--- src/rtl/fifo_rd_stream.sv ---
// Read-side drain stage: turns a fixed-latency FIFO read port into a valid/ready stream.
// Optional statistics counters are enabled with `define FIFO_RD_STATS_EN.
module fifo_rd_stream #(
  parameter int DATA_W    = 128,
  parameter int RD_LAT    = 1,
  parameter int BUF_DEPTH = 3
) (
  input  logic                             clk,
  input  logic                             reset,
  input  logic                             fifo_empty,
  input  logic [DATA_W-1:0]                fifo_rddata,
  output logic                             fifo_rden,
  input  logic                             flush,
  output logic                             m_valid,
  input  logic                             m_ready,
  output logic [DATA_W-1:0]                m_data,
  output logic [$clog2(BUF_DEPTH+1)-1:0]   occ
`ifdef FIFO_RD_STATS_EN
  ,
  output logic [31:0]                      stat_words,
  output logic [31:0]                      stat_stall,
  output logic [31:0]                      stat_starve
`endif
);

  localparam int CNT_W = $clog2(BUF_DEPTH + 1);
  localparam int PTR_W = (BUF_DEPTH > 1) ? $clog2(BUF_DEPTH) : 1;
  localparam int SUM_W = $clog2(BUF_DEPTH + RD_LAT + 1);

  logic [DATA_W-1:0] buf_q [BUF_DEPTH];
  logic [PTR_W-1:0]  rd_ptr_q, rd_ptr_d;
  logic [PTR_W-1:0]  wr_ptr_q, wr_ptr_d;
  logic [CNT_W-1:0]  count_q, count_d;
  logic [RD_LAT-1:0] inflight_q, inflight_d;
  logic [SUM_W-1:0]  credits_used;
  logic              clear;
  logic              capture;
  logic              pop;

  function automatic logic [PTR_W-1:0] ptr_inc(input logic [PTR_W-1:0] p);
    return (p == PTR_W'(BUF_DEPTH - 1)) ? '0 : p + 1'b1;
  endfunction

  // Credits held by buffered words plus reads still travelling through the FIFO.
  always_comb begin
    credits_used = SUM_W'(count_q);
    for (int i = 0; i < RD_LAT; i++) begin
      credits_used = credits_used + SUM_W'(inflight_q[i]);
    end
  end

  assign clear     = ~reset | flush;
  assign fifo_rden = reset & ~flush & ~fifo_empty & (credits_used < SUM_W'(BUF_DEPTH));
  assign capture   = inflight_q[RD_LAT-1];
  assign pop       = m_valid & m_ready;

  // NOTE: every always_comb output gets a default first so no path infers a latch.
  always_comb begin
    inflight_d    = '0;
    inflight_d[0] = fifo_rden;
    for (int i = 1; i < RD_LAT; i++) begin
      inflight_d[i] = inflight_q[i-1];
    end
    rd_ptr_d = pop     ? ptr_inc(rd_ptr_q) : rd_ptr_q;
    wr_ptr_d = capture ? ptr_inc(wr_ptr_q) : wr_ptr_q;
    count_d  = count_q;
    case ({capture, pop})
      2'b10:   count_d = count_q + 1'b1;
      2'b01:   count_d = count_q - 1'b1;
      default: count_d = count_q;
    endcase
    if (clear) begin
      inflight_d = '0;
      rd_ptr_d   = '0;
      wr_ptr_d   = '0;
      count_d    = '0;
    end
  end

  // NOTE: sequential state uses non-blocking assignments so every flop samples pre-edge values.
  always_ff @(posedge clk) begin
    inflight_q <= inflight_d;
    rd_ptr_q   <= rd_ptr_d;
    wr_ptr_q   <= wr_ptr_d;
    count_q    <= count_d;
  end

  // NOTE: the skid storage is reset (only a few entries) so m_data reads 0 after reset.
  always_ff @(posedge clk) begin
    if (!reset) begin
      for (int i = 0; i < BUF_DEPTH; i++) buf_q[i] <= '0;
    end else if (capture && !flush) begin
      buf_q[wr_ptr_q] <= fifo_rddata;
    end
  end

  assign m_valid = (count_q != '0);
  assign m_data  = buf_q[rd_ptr_q];
  assign occ     = count_q;

`ifdef FIFO_RD_STATS_EN
  logic [31:0] words_q, stall_q, starve_q;

  function automatic logic [31:0] sat_inc(input logic [31:0] v, input logic en);
    return (en && (v != '1)) ? v + 32'd1 : v;
  endfunction

  // Flush wins over a same-cycle pop, so a flushed beat is not counted as a word.
  always_ff @(posedge clk) begin
    if (!reset) begin
      words_q  <= '0;
      stall_q  <= '0;
      starve_q <= '0;
    end else begin
      words_q  <= sat_inc(words_q, pop & ~flush);
      stall_q  <= sat_inc(stall_q, m_valid & ~m_ready);
      starve_q <= sat_inc(starve_q, ~m_valid & m_ready & fifo_empty);
    end
  end

  assign stat_words  = words_q;
  assign stat_stall  = stall_q;
  assign stat_starve = starve_q;
`endif

endmodule

--- config.mk ---
export PLATFORM = sky130hd
export DESIGN_NAME = fifo_rd_stream
export DESIGN_NICKNAME = d
export VERILOG_FILES = /design/src/rtl/fifo_rd_stream.sv
export SDC_FILE = /design/constraint.sdc
export NUM_CORES = 1
export LEC_CHECK = 0
export ABC_AREA = 1
export CORE_MARGIN = 2
export CORE_UTILIZATION = 56
export DETAILED_ROUTE_END_ITERATION = 6
export PLACE_DENSITY_LB_ADDON = 0.1
export SLEW_MARGIN = 40
export SYNTH_ARGS = -nofsm -noshare
export SYNTH_HDL_FRONTEND = slang
export SYNTH_SLANG_ARGS = --single-unit
export TNS_END_PERCENT = 5
--- constraint.sdc ---
create_clock -name clk -period 22.1 [get_ports clk]
set_input_delay 4.42 -clock clk [delete_from_list [all_inputs] [get_ports clk]]
set_output_delay 4.42 -clock clk [all_outputs]
set_load 0.005 [all_outputs]
==> metrics.txt, run 1 <==
# TYPE chip_impl_metric gauge
chip_impl_info{name="run_status",value="completed"} 1
chip_impl_info{name="timing.critical_path.cells",value="clkdlybuf4s50_1, nand2_1, inv_1, nand2_1, a21oi_1, clkdlybuf4s50_1"} 1
chip_impl_metric{name="cts_max_level",unit=""} 2
chip_impl_metric{name="placedCellCount",unit=""} 2518
chip_impl_metric{name="drt_first_pass_iters",unit=""} 5
chip_impl_metric{name="pwr_density_cell",unit="mW/mm^2"} 78.5
chip_impl_metric{name="fillers",unit=""} 2858
chip_impl_metric{name="tightest_slew",unit="ps"} 825
chip_impl_metric{name="totalNegativeSetupSlack",unit="ps"} 0
chip_impl_metric{name="timing.final.hold_violations",unit=""} 0
chip_impl_metric{name="global_route_wire_length_before_repair",unit="um"} 79000
chip_impl_info{name="layout_commonest_cell",value="nor2_1"} 1
chip_impl_info{name="critPathKind",value="in2out"} 1
chip_impl_metric{name="finish.net_count",unit=""} 2197
chip_impl_metric{name="grt_overflow_total",unit=""} 0
chip_impl_metric{name="antenna_found_initial",unit=""} 1
chip_impl_metric{name="max-vdd-ir-drop",unit="V"} 0.0000661
chip_impl_metric{name="starting_utilization_of_the_core_area",unit=""} 0.570
chip_impl_metric{name="cts.path.max_buffers",unit=""} 3
chip_impl_metric{name="path_clk_slew",unit="ps"} 60
chip_impl_metric{name="postSynthAreaPerCell",unit="sq um"} 11.6
chip_impl_metric{name="worstPathArrival",unit="ps"} 6290
chip_impl_metric{name="cap_violations",unit=""} 0
chip_impl_metric{name="skew",unit="ps"} 13.2
chip_impl_metric{name="fmaxAchievable",unit="MHz"} 93.4
chip_impl_info{name="most-common-layout-cells",value="nor2_1 (651), edfxtp_1 (512), clkdlybuf4s50_1 (264)"} 1
chip_impl_metric{name="ys_seq_elements",unit=""} 521
chip_impl_metric{name="finalPower",unit="mW"} 2.03
chip_impl_metric{name="weighted_congestion_reported_at_the_end_of_routability_driven_placement",unit=""} 0.738
chip_impl_metric{name="finalMaxSlewViolations",unit=""} 0
chip_impl_metric{name="routed_wl",unit="um"} 52000
chip_impl_info{name="rsz0062_at_grt",value="false"} 1
chip_impl_metric{name="worst_skew_pair.late_latency",unit="ps"} 590
chip_impl_metric{name="synthesized_netlist_net_count",unit=""} 1988
chip_impl_metric{name="clock_sinks",unit=""} 521
chip_impl_info{name="clk_root_buffer_cell",value="clkbuf_16"} 1
chip_impl_metric{name="detailroute.via_count",unit=""} 14600
chip_impl_metric{name="finalNonFillerCells",unit=""} 2611
chip_impl_metric{name="cts_hold_repair.buffers",unit=""} 0
chip_impl_metric{name="grt_pass1_vias",unit=""} 14600
chip_impl_metric{name="chipHeight",unit="um"} 200
chip_impl_metric{name="grt_use_total",unit=""} 0.261
chip_impl_info{name="worst_path_max_delay_cell",value="clkdlybuf4s50_1"} 1
chip_impl_metric{name="cts_setup_buffers",unit=""} 0
chip_impl_metric{name="netlist_instances",unit=""} 1852
chip_impl_metric{name="synth_cell_types",unit=""} 20
chip_impl_metric{name="port-buffer-count",unit=""} 264
chip_impl_metric{name="drc_errors",unit=""} 0
chip_impl_metric{name="setup_viol",unit=""} 0
chip_impl_metric{name="die-width",unit="um"} 200
chip_impl_metric{name="routedWlPerCell",unit="um"} 19.9
chip_impl_metric{name="fraction_of_final_layout_cells_sized_beyond_drive_strength_1",unit=""} 0.0462
chip_impl_metric{name="portion_of_the_clock_cycle_consumed_by_the_worst_path_in_the_final_layout",unit=""} 0.484
chip_impl_metric{name="place.detailed.hpwl",unit="um"} 27600
chip_impl_metric{name="core.rowCount",unit=""} 71
chip_impl_metric{name="design.portCount",unit=""} 265
chip_impl_metric{name="antenna_cells_inserted",unit=""} 0
chip_impl_metric{name="area_growth",unit="%"} 20.0
chip_impl_metric{name="grt_max_degree",unit=""} 142
chip_impl_info{name="critPathCaptureType",value="primary output"} 1
chip_impl_metric{name="tmin_final",unit="ps"} 10710
chip_impl_metric{name="core_area",unit="sq mm"} 0.0378
chip_impl_metric{name="total_standard_cell_area_after_synthesis",unit="sq mm"} 0.0215
chip_impl_metric{name="crit_buf_inv",unit=""} 3
chip_impl_info{name="holdCritPathClass",value="reg2reg"} 1
chip_impl_metric{name="detailedRoute.firstIterationViolations",unit=""} 1266
chip_impl_metric{name="timing.reg2reg.setup_slack",unit="ps"} 18290
chip_impl_metric{name="critical_path_peak_fanout",unit=""} 6
chip_impl_metric{name="static-leakage-power",unit="nW"} 9.82
chip_impl_metric{name="worst_slew_margin_rel",unit=""} 0.450
chip_impl_metric{name="antenna_violating_nets_post_route",unit=""} 0
chip_impl_metric{name="synth-warning-count",unit=""} 0
chip_impl_metric{name="worst_path_largest_cell_delay",unit="ps"} 700
chip_impl_info{name="cts_tree",value="built"} 1
chip_impl_info{name="worst_path_dominant_cell_family",value="buffers and inverters"} 1
chip_impl_metric{name="design.die.area",unit="sq mm"} 0.0400
chip_impl_metric{name="viasPerCell",unit=""} 5.60
chip_impl_info{name="start_kind",value="input port"} 1
chip_impl_metric{name="synth.yosys.seq_area_share",unit=""} 0.723
chip_impl_metric{name="post_cts_resize_count",unit=""} 0
chip_impl_metric{name="tritoncts.num_buffers",unit=""} 52
chip_impl_metric{name="cp.required",unit="ps"} 17680
[power breakdown]
group | switching [mW] | leakage [nW] | total (mW) | internal, mW
Combinational | 0.0593 | 3.84 | 0.109 | 0.0492
Sequential | 0.00631 | 5.23 | 1.11 | 1.11
Clock | 0.360 | 0.755 | 0.803 | 0.444
[worst register-to-register path: cells and delay by family (launching register included)]
family / cells / cell delay (ps)
buf+inv: 3 / 1470
flops: 1 / 330
simple gates: 3 / 1630
[synth_stat cells]
cell	n	area (sq um)
o21ai_0	259	1300
buf_6	25	282
nor2_1	651	2440
o21ai_1	2	10.0
edfxtp_1	512	15400
inv_2	1	3.75
inv_1	140	526
nand4_1	1	6.26
nand3_2	3	30.0
ha_1	3	37.5
nand2_1	12	45.0
buf_2	47	235
a21oi_1	3	15.0
clkbuf_1	44	165
buf_4	3	22.5
clkbuf_2	7	35.0
dfxtp_1	9	180
o22ai_1	128	801
nor4_1	1	6.26
nor2_4	1	11.3
[worst paths after layout]
check,from,to,depth (start not counted)
worst min register to register,rd_ptr_q[1]$_SDFFE_PP0N_,register,2
worst min-delay path,rd_ptr_q[1]$_SDFFE_PP0N_,register,2
worst max-delay path,reset,fifo_rden,6
worst max register to register,capture$_SDFF_PP0_,buf_q[2][115]$_SDFFCE_PN0P_,6
[routing by layer]
metal | vias to the layer above | share of wire | GRT usage
li1 | 6822 | - | -
met1 | 7179 | 0.41 | 0.357
met2 | 541 | 0.49 | 0.431
met3 | 90 | 0.081 | 0.0514
met4 | 2 | 0.022 | 0.0722
met5 | - | 0.00025 | 0
[area by class of cell]
cell class,instances,area (sq um),area share
sequential,521,15600,0.603
inverter,141,538,0.0208
clock buffer,66,1400,0.0540
timing repair buffer,281,2810,0.109
tap,511,639,0.0248
clock inverter,27,129,0.00499
multi-input combinational,1064,4750,0.184
[stage by stage]
stage	util	setup WS [ps]	hold slack, ps	cell area [sq um]
5_1_grt	0.684	11250	556	25800
6_report	0.684	11390	529	25800
3_3_place_gp	0.643	11440	503	24300
2_1_floorplan	-	4560	490	21500
3_5_place_dp	0.643	11350	513	24300
4_1_cts	0.684	11340	530	25800
[state kept, by name, summed over array words and instances (netlist names), named ones only]
name and cells:
rd_ptr_q 2, occ 2, wr_ptr_q 2, capture 1, buf_q 512
[kinds of logic after synthesis]
logic type      after synthesis  synth area share
fa+ha+maj                     3           0.00174
simple gates                669             0.118
buf+inv                     267            0.0589
compound gates              392            0.0986
flops                       521             0.723
No activity file was read; power rests on OpenSTA's default activity.
==> run 2, diff against run 1 <==
clock period = 10.5 ns   (was 22.1 ns; I/O delays follow)
==> metrics.txt, run 2 (synthesis gave the netlist of run 1 again) <==
# TYPE chip_impl_metric gauge
chip_impl_info{name="top_register",value="buf_q"} 1
chip_impl_metric{name="max-vdd-ir-drop",unit="V"} 0.000152
chip_impl_metric{name="area_growth",unit="%"} 20.4
chip_impl_metric{name="clock_sinks",unit=""} 521
chip_impl_metric{name="routed_wl",unit="um"} 51000
chip_impl_metric{name="worst_skew_pair.late_latency",unit="ps"} 570
chip_impl_metric{name="timing.final.hold_violations",unit=""} 0
chip_impl_metric{name="die-width",unit="um"} 200
chip_impl_metric{name="fillers",unit=""} 2765
chip_impl_metric{name="skew",unit="ps"} 12.4
chip_impl_metric{name="tightest_slew",unit="ps"} 853
chip_impl_metric{name="core_area",unit="sq mm"} 0.0378
chip_impl_metric{name="setup_viol",unit=""} 0
chip_impl_metric{name="viasPerCell",unit=""} 5.56
chip_impl_metric{name="worst_slew_margin_rel",unit=""} 0.432
chip_impl_metric{name="chipHeight",unit="um"} 200
chip_impl_info{name="critPathKind",value="in2out"} 1
chip_impl_metric{name="cts.path.max_buffers",unit=""} 3
chip_impl_metric{name="antenna_cells_inserted",unit=""} 0
chip_impl_info{name="rsz0062_at_grt",value="false"} 1
chip_impl_metric{name="largest_register_ff_count",unit=""} 512
chip_impl_info{name="cts_tree",value="built"} 1
chip_impl_metric{name="drc_errors",unit=""} 0
chip_impl_metric{name="cts_setup_buffers",unit=""} 0
chip_impl_metric{name="post_cts_resize_count",unit=""} 0
chip_impl_metric{name="detailroute.via_count",unit=""} 14500
chip_impl_metric{name="totalNegativeSetupSlack",unit="ps"} 0
chip_impl_metric{name="static-leakage-power",unit="nW"} 9.84
chip_impl_metric{name="tmin_final",unit="ps"} 6260
chip_impl_info{name="holdCritPathClass",value="reg2reg"} 1
chip_impl_metric{name="grt_pass1_vias",unit=""} 14400
chip_impl_metric{name="path_clk_slew",unit="ps"} 60
chip_impl_info{name="clk_root_buffer_cell",value="clkbuf_16"} 1
chip_impl_info{name="critPathCaptureType",value="primary output"} 1
chip_impl_metric{name="detailedRoute.firstIterationViolations",unit=""} 1172
chip_impl_metric{name="pwr_density_cell",unit="mW/mm^2"} 165
chip_impl_metric{name="cap_violations",unit=""} 0
chip_impl_metric{name="fraction_of_final_layout_cells_sized_beyond_drive_strength_1",unit=""} 0.0448
chip_impl_metric{name="starting_utilization_of_the_core_area",unit=""} 0.570
chip_impl_metric{name="finish.net_count",unit=""} 2198
chip_impl_metric{name="cts_hold_repair.buffers",unit=""} 0
chip_impl_metric{name="antenna_found_initial",unit=""} 1
chip_impl_metric{name="weighted_congestion_reported_at_the_end_of_routability_driven_placement",unit=""} 0.750
chip_impl_metric{name="drt_first_pass_iters",unit=""} 5
chip_impl_metric{name="hold_ws",unit="ps"} 524
chip_impl_metric{name="critical_path_peak_fanout",unit=""} 6
chip_impl_metric{name="antenna_violating_nets_post_route",unit=""} 0
chip_impl_info{name="run_status",value="completed"} 1
chip_impl_metric{name="design.die.area",unit="sq mm"} 0.0400
chip_impl_metric{name="place.detailed.hpwl",unit="um"} 28200
chip_impl_metric{name="grt_max_degree",unit=""} 144
chip_impl_metric{name="finalMaxSlewViolations",unit=""} 0
chip_impl_info{name="most-common-layout-cells",value="nor2_1 (651), edfxtp_1 (512), clkdlybuf4s50_1 (264)"} 1
chip_impl_metric{name="port-buffer-count",unit=""} 264
chip_impl_info{name="start_kind",value="input port"} 1
chip_impl_metric{name="cts_max_level",unit=""} 2
chip_impl_metric{name="grt_use_total",unit=""} 0.256
chip_impl_metric{name="portion_of_the_clock_cycle_consumed_by_the_worst_path_in_the_final_layout",unit=""} 0.596
chip_impl_metric{name="fmaxAchievable",unit="MHz"} 160
chip_impl_metric{name="core.rowCount",unit=""} 71
chip_impl_metric{name="design.portCount",unit=""} 265
chip_impl_metric{name="cp.required",unit="ps"} 8400
chip_impl_metric{name="worstPathArrival",unit="ps"} 4160
chip_impl_metric{name="tritoncts.num_buffers",unit=""} 52
chip_impl_metric{name="global_route_wire_length_before_repair",unit="um"} 78000
chip_impl_metric{name="routedWlPerCell",unit="um"} 19.5
chip_impl_metric{name="grt_overflow_total",unit=""} 0
chip_impl_info{name="layout_commonest_cell",value="nor2_1"} 1
run 2: cell types whose count changed in the layout (fill, tap and decap cells not counted), moves of 2 or more:
cell / previous run / this run
buf_12: 0 / 3
clkbuf_8: 3 / 0
clkinv_1: 14 / 16
clkinv_2: 11 / 5
clkinvlp_4: 0 / 3
nand2_4: 3 / 0
nand2_8: 0 / 3
run 2: area by class of cell:
cell class	instances	area, sq um	share of cell area
clock buffers	65	1370	0.0529
clock inverters	27	155	0.00599
inverters	141	539	0.0208
multi-input cells	1064	4790	0.185
flip-flops and latches	521	15600	0.600
well taps	511	639	0.0247
repair buffers	282	2860	0.110
run 2: critical path: stages:
cell,delay [ps]
clkdlybuf4s50_1,840
nand2_1,290
inv_1,210
nand2_1,90
a21oi_1,120
clkdlybuf4s50_1,510
run 2: where the power goes:
group / leakage, nW / total, mW / internal [mW] / switching [mW]
logic: 3.87 / 0.229 / 0.104 / 0.125
clock network: 0.736 / 1.69 / 0.944 / 0.747
registers: 5.23 / 2.35 / 2.33 / 0.0137
run 2: stage by stage:
step	power, mW	area (sq um)	cells	setup WS [ps]	util
6_report	4.26	25900	2611	4240	0.686
5_1_grt	4.39	25900	2611	4110	0.686
2_1_floorplan	2.48	21500	1852	713	-
3_5_place_dp	2.62	24400	2519	4220	0.646
4_1_cts	4.28	25900	2611	4210	0.686
3_3_place_gp	2.61	24200	2515	3960	0.642
run 2: final timing paths:
check	startpoint	to	slack, ps	cells past startpoint
max reg2reg	capture$_SDFF_PP0_	buf_q[0][126]$_SDFFCE_PN0P_	7380	5
max	reset	fifo_rden	4240	6
min reg2reg	rd_ptr_q[1]$_SDFFE_PP0N_	register	520	2
min	rd_ptr_q[1]$_SDFFE_PP0N_	register	520	2
run 2: metal layers:
metal  share of wire  global-route usage  up-vias  routed length (um)
met2            0.49               0.428      572               25000
met5               0                   0        -                   0
met1            0.41               0.352     7036               21100
met3           0.072              0.0344       70                3660
li1                -                   -     6827                   -
met4           0.025              0.0790        0                1250
